### config.mk
export PLATFORM = sky130hd
export DESIGN_NAME = fetch_queue
export DESIGN_NICKNAME = d
export VERILOG_FILES = /design/src/rtl/fetch_queue_pkg.sv /design/src/rtl/fetch_fifo.sv /design/src/rtl/fetch_queue.sv
export SDC_FILE = /design/constraint.sdc
export NUM_CORES = 1
export LEC_CHECK = 0
export ABC_CLOCK_PERIOD_IN_PS = 3050
export BUFFER_PORTS_ARGS = -buffer_cell sky130_fd_sc_hd__buf_2
export CORE_ASPECT_RATIO = 0.9
export CORE_MARGIN = 10
export CORE_UTILIZATION = 59
export DETAILED_ROUTE_END_ITERATION = 7
export GPL_TIMING_DRIVEN = 1
export PLACE_DENSITY = 0.81
export REMOVE_ABC_BUFFERS = 1
export SKIP_CTS_REPAIR_TIMING = 1
export SYNTH_ARGS = -nofsm -noshare
export SYNTH_HDL_FRONTEND = slang
export SYNTH_SLANG_ARGS = --single-unit
### constraint.sdc
create_clock -name clk -period 3.05 [get_ports clk]
set_input_delay 0.1525 -clock clk [delete_from_list [all_inputs] [get_ports clk]]
set_output_delay 0.1525 -clock clk [all_outputs]
set_load 0.005 [all_outputs]
### src/rtl/fetch_queue_pkg.sv
// rtl/fetch_queue_pkg.sv - shared types and constants for the instruction-fetch front end
package fetch_queue_pkg;

  localparam logic [31:0] NOP_INSTR            = 32'h0000_0000;
  localparam logic [31:0] PC_INCREMENT_DEFAULT = 32'd4;
  localparam int unsigned ENTRY_W              = 64;

  typedef enum logic {
    FS_RUN = 1'b0,
    FS_END = 1'b1
  } fetch_state_e;

  // One buffered fetch: the instruction word and the PC it was read from.
  typedef struct packed {
    logic [31:0] instr;
    logic [31:0] pc;
  } fetch_entry_t;

endpackage

### src/rtl/fetch_fifo.sv
// rtl/fetch_fifo.sv - DEPTH-entry ring buffer of {instr, pc} with push, pop and flush
module fetch_fifo
  import fetch_queue_pkg::*;
#(
  parameter int unsigned DEPTH = 4
) (
  input  logic                   clk,
  input  logic                   rst_n,
  input  logic                   flush,
  input  logic                   push,
  input  logic                   pop,
  input  logic [ENTRY_W-1:0]     push_data,
  output logic [ENTRY_W-1:0]     head_data,
  output logic [$clog2(DEPTH):0] count,
  output logic                   full
);

  localparam int unsigned PTR_W = $clog2(DEPTH);
  localparam int unsigned CNT_W = PTR_W + 1;

  fetch_entry_t     mem_q [DEPTH];
  fetch_entry_t     mem_d [DEPTH];
  logic [PTR_W-1:0] rd_ptr_q, rd_ptr_d;
  logic [PTR_W-1:0] wr_ptr_q, wr_ptr_d;
  logic [CNT_W-1:0] count_q, count_d;

  // Pointers wrap for free because DEPTH is a power of two.
  always_comb begin
    mem_d    = mem_q;
    rd_ptr_d = rd_ptr_q;
    wr_ptr_d = wr_ptr_q;
    count_d  = count_q;
    if (flush) begin
      rd_ptr_d = '0;
      wr_ptr_d = '0;
      count_d  = '0;
    end else begin
      if (push) begin
        mem_d[wr_ptr_q] = fetch_entry_t'(push_data);
        wr_ptr_d        = wr_ptr_q + PTR_W'(1);
      end
      if (pop) begin
        rd_ptr_d = rd_ptr_q + PTR_W'(1);
      end
      case ({push, pop})
        2'b10:   count_d = count_q + CNT_W'(1);
        2'b01:   count_d = count_q - CNT_W'(1);
        default: count_d = count_q;
      endcase
    end
  end

  always_ff @(posedge clk or negedge rst_n) begin
    if (!rst_n) begin
      for (int i = 0; i < int'(DEPTH); i++) begin
        mem_q[i] <= '0;
      end
      rd_ptr_q <= '0;
      wr_ptr_q <= '0;
      count_q  <= '0;
    end else begin
      mem_q    <= mem_d;
      rd_ptr_q <= rd_ptr_d;
      wr_ptr_q <= wr_ptr_d;
      count_q  <= count_d;
    end
  end

  assign head_data = mem_q[rd_ptr_q];
  assign count     = count_q;
  assign full      = (count_q == CNT_W'(DEPTH));

endmodule

### src/rtl/fetch_queue.sv
// rtl/fetch_queue.sv - fetch PC generation, ROM read and buffered instruction delivery to IF/ID
module fetch_queue
  import fetch_queue_pkg::*;
#(
  parameter int unsigned DEPTH        = 4,
  parameter logic [31:0] PC_INCREMENT = PC_INCREMENT_DEFAULT,
  parameter logic [31:0] RESET_PC     = 32'h0000_0000,
  parameter int unsigned MEMORY_DEPTH = 64
) (
  input  logic                   clk,
  input  logic                   reset,
  output logic [31:0]            imem_addr,
  input  logic [31:0]            imem_data,
  input  logic                   stall,
  input  logic                   redirect,
  input  logic [31:0]            redirect_pc,
  output logic                   out_valid,
  output logic [31:0]            out_instr,
  output logic [31:0]            out_pc_plus_4,
  output logic [$clog2(DEPTH):0] queue_count
);

  localparam logic [31:0] LAST_PC = RESET_PC + 32'(4 * (MEMORY_DEPTH - 1));

  fetch_state_e       state_q, state_d;
  logic [31:0]        fetch_pc_q, fetch_pc_d;
  logic               push, pop, full;
  logic [ENTRY_W-1:0] head_data;
  fetch_entry_t       head;
  logic               unused_pc_lsbs;

  assign unused_pc_lsbs = ^redirect_pc[1:0];

  // Redirect outranks everything: no push or pop happens on a flush edge.
  assign out_valid = (queue_count != '0);
  assign pop       = out_valid & ~stall & ~redirect;
  assign push      = (state_q == FS_RUN) & ~redirect & (~full | pop);

  always_comb begin
    state_d    = state_q;
    fetch_pc_d = fetch_pc_q;
    if (redirect) begin
      fetch_pc_d = {redirect_pc[31:2], 2'b00};
      state_d    = FS_RUN;
    end else if (push) begin
      fetch_pc_d = fetch_pc_q + PC_INCREMENT;
      if (fetch_pc_q == LAST_PC) begin
        state_d = FS_END;
      end
    end
  end

  always_ff @(posedge clk or negedge reset) begin
    if (!reset) begin
      state_q    <= FS_RUN;
      fetch_pc_q <= RESET_PC;
    end else begin
      state_q    <= state_d;
      fetch_pc_q <= fetch_pc_d;
    end
  end

  fetch_fifo #(
    .DEPTH (DEPTH)
  ) u_fifo (
    .clk       (clk),
    .rst_n     (reset),
    .flush     (redirect),
    .push      (push),
    .pop       (pop),
    .push_data ({imem_data, fetch_pc_q}),
    .head_data (head_data),
    .count     (queue_count),
    .full      (full)
  );

  assign head          = fetch_entry_t'(head_data);
  assign imem_addr     = fetch_pc_q;
  assign out_instr     = out_valid ? head.instr : NOP_INSTR;
  assign out_pc_plus_4 = out_valid ? (head.pc + PC_INCREMENT) : 32'h0;

endmodule

== Word level (Yosys, flattened, before mapping) ==
Cells that the tools add are included.
Operators by class
  add/sub/neg operators: 6
  order comparisons: 3
  equality and inequality tests: 4
  muxes and demuxes: 19
  bitwise operators: 11
  reduce and logical (&&, ||, !) cells: 8
Operator list (count)
  bitwise mux 256 bit: 1
  2-to-1 mux 64 bit: 3
  binary-select mux 64 bit (select 2 bit): 1
  demux 64 bit (select 2 bit): 1
  2-to-1 mux 32 bit: 4
  adder 32 x 3 -> 32 bit (second input constant): 2
  equality test 32 x 8 -> 1 bit (second input constant): 1
  2-to-1 mux 2 bit: 4
  greater-or-equal comparator 3 bit (second input constant): 2
  inverter 2 -> 3 bit: 2
  one-hot mux 3 bit (2 select lines): 1
  nonzero test 2 bit: 3
  nonzero test 3 bit: 2
  adder 2 x 1 -> 2 bit (second input constant): 2
  bitwise AND 1 bit: 4
  inverter 1 bit: 4
  AND reduction 2 bit: 2
  adder 3 x 1 -> 3 bit (second input constant): 1
  equality test 3 bit (second input constant): 1
  less-than comparator 3 x 1 -> 1 bit (second input constant): 1
  2-to-1 mux 1 bit: 3
  2-to-1 mux 3 bit: 1
  subtractor 3 x 1 -> 3 bit (second input constant): 1
  equality test 2 x 1 -> 1 bit (second input constant): 1
  other kinds (3): 3
Storage, ports and cells
  register bits after elaboration: 296
  input port bits: 68
  output and inout bits: 100

== Longest topological paths before layout ==
Gate-level depths: netlist (run 1).
  word-level depth: 8
  mapped depth: 9
  mapped depth without buffers: 8

== Modules after synthesis ==
From an unflattened synthesis (run 1), not the netlist that was laid out.
Unflattened totals
  cells, all modules: 1026
  area total of the unflattened synthesis: 15531.1 µm²
Modules (own cells, without submodules)
  fetch_fifo: instances 1, cells each 657, area an instance 12713.4 µm², seq. area each 6581.3 µm²
  fetch_queue: instances 1, cells each 369, area an instance 2817.7 µm², seq. area each 775.7 µm²

== Least setup slack after synthesis (run 1) ==
OpenSTA, ideal clock, no wires.
  kind: flip-flop to output port
  from: register u_fifo.rd_ptr_q[0]
  to: output out_pc_plus_4[28]
  arrival time: 2506 ps
  setup slack: 391 ps
  stages on the path, launching flop included: 10
  path buffers: 3
  path through: dfrtp_1 -> buf_6 -> buf_12 -> mux4_2 -> ha_1 -> nand2_2 -> or3_4 -> buf_6 -> or4_1 -> a21oi_1
Between the ends
  longest elaborated chain between the ends: 6
RTL lines
  start: declaration: RTL line fetch_fifo.sv:23  | logic [PTR_W-1:0] rd_ptr_q, rd_ptr_d;
  start signal: assignment: RTL line fetch_fifo.sv:63  | rd_ptr_q <= rd_ptr_d;
  inverter 2 -> 3 bit (implied by the code): RTL line fetch_fifo.sv:69  | assign head_data = mem_q[rd_ptr_q];
  binary-select mux 64 bit (select 2 bit): RTL line fetch_fifo.sv:69
  2-to-1 mux 64 bit (implied by the code) (2 in series): RTL line fetch_fifo.sv:69
  adder 32 x 3 -> 32 bit: RTL line fetch_queue.sv:80  | assign out_pc_plus_4 = out_valid ? (head.pc + PC_INCREMENT) : 32'h0;
  2-to-1 mux 32 bit: RTL line fetch_queue.sv:80
  end: declaration: RTL line fetch_queue.sv:19  | output logic [31:0] out_pc_plus_4,
Every way passes these cells. The select of a mux whose other input is x is not followed.

== Final worst setup path (run 1) ==
  from: register u_fifo.rd_ptr_q[0]
  to: output out_pc_plus_4[30]
The elaborated chain is that of the path after synthesis.

==> results of run 1 <==
power by group through the flow:
stage | clock network [mW] | logic, mW | registers, mW
final | 3.45 | 4.83 | 6.31
after global routing | 3.66 | 5.21 | 6.49
after CTS | 3.50 | 4.38 | 6.28
after detailed placement | 0 | 4.35 | 6.34
after global placement | 0 | 4.18 | 6.22
after floorplan | 0 | 3.13 | 6.05
path summary, 6_finish.rpt:
check	endpoint	depth (start not counted)	from	slack, ps
setup reg to reg	imem_addr[22]	5	u_fifo.count[1]	310
max in group asynchronous	u_fifo.mem_q[141]	3	reset	1820
hold reg to reg	u_fifo.mem_q[84]	2	u_fifo.mem_q[84]	480
min in group asynchronous	u_fifo.mem_q[255]	2	reset	200
hold / removal	imem_addr[24]	3	redirect	30
setup / recovery	out_pc_plus_4[30]	8	u_fifo.rd_ptr_q[0]	-190
cell usage after synthesis (9+ instances only):
library cell,instances
o211ai_1,10
xnor2_1,11
inv_1,11
clkbuf_1,65
mux2_2,236
mux4_2,48
nand4_1,12
dfrtp_1,286
a21oi_1,22
and2_1,38
nand2_1,67
nor3_1,13
nand3_1,28
or4_1,13
o31ai_1,11
nor2_1,37
mux4_1,10
o311ai_0,12
nor4_1,9
o21ai_0,38
kinds of logic after synthesis:
logic type,after synthesis
buffers and inverters,100
multiplexers,302
flip-flops,286
AND/OR/NAND/NOR,251
AO/OA/AOI/OAI,116
XOR/XNOR,17
other,1
adder cells (fa/ha/maj),8
worst min-delay path, cell delays in order:
cell and delay, ps:
buf_2 180, nand2_1 80, o211ai_1 90
area by class of cell:
cell class | instances | area, µm²
Sequential cell | 286 | 7160
Timing Repair Buffer | 287 | 2080
Clock inverter | 10 | 106
Multi-Input combinational cell | 700 | 6700
Clock buffer | 40 | 807
Inverter | 11 | 41.3
Tap cell | 302 | 378
Fill cell | 1513 | 6190
flip-flops by register name, summed over array words and instances, names as in the netlist:
name,cells
u_fifo.wr_ptr_q,2
u_fifo.count,3
imem_addr,30
u_fifo.rd_ptr_q,2
state_q,1
u_fifo.mem_q,248
cells in the final DEF (no fill, tap or decap), types with 7 or more instances in the layout:
master / count
nor2_1: 37
nand2_1: 62
o31ai_1: 7
or4_1: 10
a21oi_1: 19
buf_4: 48
inv_1: 11
nand4_1: 12
clkbuf_16: 30
dfrtp_1: 284
and2_1: 38
nor4_1: 9
clkbuf_1: 7
o211ai_1: 10
and3_1: 7
dlygate4sd3_1: 63
xnor2_1: 10
nor3_1: 12
o21ai_0: 37
mux4_2: 54
buf_2: 160
nand3_1: 28
a31oi_1: 7
o311ai_0: 10
mux2_2: 236
per-layer routing:
| layer | up-vias | global-route usage (%) |
|---|---|---|
| li1 | 4489 | - |
| met1 | 5318 | 29.4 |
| met2 | 500 | 36.4 |
| met3 | 76 | 4.94 |
| met4 | 0 | 5.20 |
| met5 | - | 0 |
==> qor.yml, run 1 <==
synth:
  synth_mux_area_share_pct: 29.3
  synth_top_family_by_area: "multiplexers"
  synthSimpleGateAreaFrac_pct: 9.66
  yosysTopAreaCellShare_pct: 50.6
  synthXorXnorAreaFrac_pct: 1.05
  synthArstFlopShare_pct: 100
  synth_cells: 1081
  synth-adder-area-share_pct: 0.760
  yosysTopAreaCell: "dfrtp_1"
  synth-seq-area-share_pct: 50.6
  synth-compound-area-share_pct: 5.31
  synth-edff-count: 0
  yosys.cell_types.count: 58
  avgSynthCellArea_um2: 13.1
  synth_area_um2: 14200
  ys_warn_count: 0
  ys_ff_latch: 286
  synth-main-ff-cell: "dfrtp_1"
  synth.area.top_cells: "dfrtp_1, mux2_2, mux4_2"
sta:
  hold_viol: 0
  rsz0062_at_grt: "true"
  timing.final.ws_setup_ps: -192
  max_freq_ghz: 0.308
  holdWs_ps: 30.9
  drv_slew: 0
  max-slew-margin-rel_pct: 18.9
  final.setup.tns_ps: -1680
  final.period_utilization_pct: 106
  finalCriticalPeriod_ps: 3240
  fin_skew_ps: 12.4
  worst_slew_pin_slew_ps: 1210
  setup_viol: 17
floorplan:
  die_h_um: 167
  initial_core_util_pct: 60.3
  core-area_um2: 23500
  die-area_um2: 30600
  rows: 53
  ioPinCount: 168
  die_w_um: 183
critical_path:
  critical_path_buf_inv_count: 2
  critical_path.endpoint_type: "output pin"
  arrival_ps: 3090
  crit_path_start_kind: "register"
  slowest_delay_ps: 560
  crit_family: "simple AND/OR/NAND/NOR gates"
  worstPathMaxFanout: 9
  critPathKind: "register to output pin"
  path_cells: "buf_8, mux4_2, ha_4, nand2_4, or3_4, or4_4, a21oi_2, buf_2"
  worstPathRequired_ps: 2900
  critical-path-slowest-cell: "dfrtp_4"
pwr:
  ir_drop_uv: 570
  switching_share_pct: 30.4
  p_leak_nw: 7.42
  power_density_nw_per_um2: 844
  clkPwrFrac_pct: 23.7
  p_int_mw: 10.2
  power.switching_mw: 4.43
  p_total_mw: 14.6
  pwr-share-seq_pct: 43.3
  pwr-share-comb_pct: 33.1
placed_design:
  port_buffers: 161
  dpl.cell_count: 1487
  gp_congestion: 0.885
  dp_hpwl_um: 22300
  placedInstanceArea_um2: 15300
  dpl_worst_slack_ps: 159
cts:
  root_buffer: "clkbuf_16"
  insertion_delay_ps: 540
  clockBufferDepth: 3
  cts_tree: "yes"
  htree_levels: 1
  cts_inserted_buffers: 29
  clkTransAtPathRegs_ps: 70
  clock_sinks: 286
global_route:
  grt_usage_pct: 22.2
  antenna_found_initial: 0
  grt_pass1_vias: 10160
  grt_pass1_wl_um: 55400
  grt-ovfl-total: 0
  grt_start_max_net_pins: 85
route:
  firstDrtPassIters: 5
  drc: 0
  vias: 10383
  topRoutingLayerUsed: "met4"
  drt_iter0_markers: 879
  wl_met1_um: 15200
  drt-wirelength-per-cell_um: 22.5
  drtAntennaViolNets: 0
  wl_met2_um: 17900
  vias_per_cell: 6.35
  routed_wl_um: 36900
  wl_met3_um: 2940
finish:
  nets: 1391
  fin_area_um2: 17300
  antenna_cells: 0
  final_cells: 1636
  drive_gt1_share_pct: 44.8
  fin_util_pct: 73.6
  syn_to_final_growth_pct: 22.1
flow_run:
  cap_violations: 0
min_path:
  hp-class: "primary input to register"
run_status:
  status: "finished, violations left"
  violations: "negative setup slack"
Power figures use the tool's default switching activity.
==> inputs of run 2 (changes only) <==
CORE_ASPECT_RATIO = 1.1   (was 0.9)
CORE_UTILIZATION = 42   (was 59)
PLACE_DENSITY = unset   (was 0.81)
==> qor.yml, run 2 (synthesis gave the netlist of run 1 again) <==
cts:
  clkTransAtPathRegs_ps: 60  # about the same
  insertion_delay_ps: 500  # -40 ps
  clockBufferDepth: 3  # unchanged
  cts_inserted_buffers: 34  # +17%
  cts_tree: "yes"
  clock_sinks: 286  # unchanged
  htree_levels: 2  # +1
  root_buffer: "clkbuf_16"
floorplan:
  die_h_um: 213  # +27%
  rows: 70  # +32%
  initial_core_util_pct: 42.5  # -18 points
  die_w_um: 195  # +6.4%
  die-area_um2: 41500  # +35%
  ioPinCount: 168  # unchanged
  core-area_um2: 33300  # +42%
route:
  drt_iter0_markers: 562  # -36%
  routed_wl_um: 37000  # +0.26%
  drt-wirelength-per-cell_um: 21.0  # -6.9%
  drtAntennaViolNets: 0  # unchanged
  firstDrtPassIters: 5  # unchanged
  drc: 0  # unchanged
  vias_per_cell: 5.58  # -12%
  vias: 9838  # -5.2%
pwr:
  p_leak_nw: 7.44  # +0.18%
  p_total_mw: 14.9  # +2.1%
  power_density_nw_per_um2: 852  # +0.88%
  ir_drop_uv: 312  # -45%
critical_path:
  reg2regPathDepth: 5  # unchanged
  path_cells: "buf_8, mux4_2, buf_4, nand3_2, or3_4, buf_12, or4_1, a21oi_1, buf_2"
  worstPathRequired_ps: 2900  # about the same
  reg2reg_from: "imem_addr[10]"
  arrival_ps: 3120  # +30 ps
  critical-path-slowest-cell: "dfrtp_4"
  critical_path_buf_inv_count: 4  # +2
  cp.depth: 9  # +1
  slowest_delay_ps: 540  # -20 ps
  startpoint: "u_fifo.rd_ptr_q[0]"
  crit_family: "simple AND/OR/NAND/NOR gates"
  crit_path_start_kind: "register"
  worstPathMaxFanout: 7  # -2
  critical_path.endpoint_type: "output pin"
  critPathKind: "register to output pin"
run_status:
  violations: "negative setup slack"
  status: "finished, violations left"
min_path:
  hp-start: "redirect"
  hp-class: "primary input to register"
  hold_depth: 2  # -1
sta:
  final.period_utilization_pct: 107  # +1.1 points
  final.setup.tns_ps: -1810  # -125 ps
  max_freq_ghz: 0.305  # -1.0%
  hold_viol: 0  # unchanged
  max-slew-margin-rel_pct: 48.5  # +30 points
  finalCriticalPeriod_ps: 3270  # +32.6 ps
  worst_slew_pin_slew_ps: 772  # -440 ps
  fin_skew_ps: 18.9  # +6.56 ps
  timing.final.ws_setup_ps: -224  # -32.6 ps
  setup_viol: 11  # -6
  drv_slew: 0  # unchanged
  rsz0062_at_grt: "true"
  holdWs_ps: 74.8  # +43.9 ps
global_route:
  grt_start_max_net_pins: 88  # +3.5%
  grt_usage_pct: 17.1  # -5.1 points
  grt_pass1_vias: 9767  # -3.9%
  antenna_found_initial: 0  # unchanged
  grt_pass1_wl_um: 57100  # +2.9%
  grt-ovfl-total: 0  # unchanged
finish:
  nets: 1384  # -0.50%
  syn_to_final_growth_pct: 23.5
  layout_common_cells: "dfrtp_1, mux2_2, buf_2, dlygate4sd3_1, nand2_1"
  largest_register_ffs: 248  # unchanged
  antenna_cells: 0  # unchanged
  regMostFlops: "u_fifo.mem_q"
  fillers: 2911  # +92%
  drive_gt1_share_pct: 44.4  # -0.32 points
  layout_commonest_cell: "dfrtp_1"
placed_design:
  port_buffers: 161  # unchanged
  dp_hpwl_um: 24100  # +7.9%
  gp_congestion: 0.818  # -7.6%
flow_run:
  cap_violations: 0  # unchanged
-- run 2: cell count changes in the layout (fill, tap and decap cells not counted), sizes merged --
cell | previous run | this run
clkbuf | 41 | 51
inv | 11 | 12
clkinvlp | 1 | 2
clkinv | 7 | 2
buf | 222 | 213
dlymetal6s2s | 1 | 0
nand4 | 16 | 15
-- run 2: final cells by class --
| cell class | count | area (µm²) | share of cell area (%) |
|---|---|---|---|
| multi-input cells | 699 | 6650 | 38.0 |
| repair buffers | 276 | 1980 | 11.3 |
| inverters | 11 | 41.3 | 0.236 |
| clock buffers | 51 | 1020 | 5.81 |
| well taps | 432 | 541 | 3.09 |
| flip-flops and latches | 286 | 7160 | 41.0 |
| clock inverters | 7 | 93.8 | 0.537 |
-- run 2: per-stage QoR --
step                worst slack [ps]  utilization (%)  cell area [µm²]  instances
floorplan                      -1630                -            13700        995
global placement                 182             46.5            15500       1622
detailed placement               144             46.5            15500       1622
CTS                             -397             49.9            16600       1680
global route                    -304             52.5            17500       1762
finish                          -224             52.5            17500       1762
-- run 2: final timing paths --
check / endpoint / slack (ps)
max: out_pc_plus_4[29] / -220
min reg2reg: u_fifo.mem_q[212] / 480
max in group asynchronous: u_fifo.mem_q[88] / 1910
min: u_fifo.count[0] / 70
max reg2reg: imem_addr[25] / 580
min in group asynchronous: u_fifo.mem_q[250] / 250
-- run 2: power by group --
part           internal [mW]  leakage (nW)  switching [mW]
Sequential              5.39          3.42           0.877
Clock                   2.46         0.539            1.53
Combinational           2.70          3.48            1.93
-- run 2: worst reg2reg max path, delay by kind of cell, from the launching register on --
family / cells / cell delay, ps
AO/OA/AOI/OAI: 1 / 100
flip-flops: 1 / 580
AND/OR/NAND/NOR: 4 / 1720
-- run 2: layer usage --
layer	vias to the layer above	GRT usage, %	part of all wire (%)
met5	-	0	0
met4	0	4.66	2.2
met3	50	3.48	4.3
met2	251	29.0	50
met1	5065	21.8	44
li1	4472	-	-
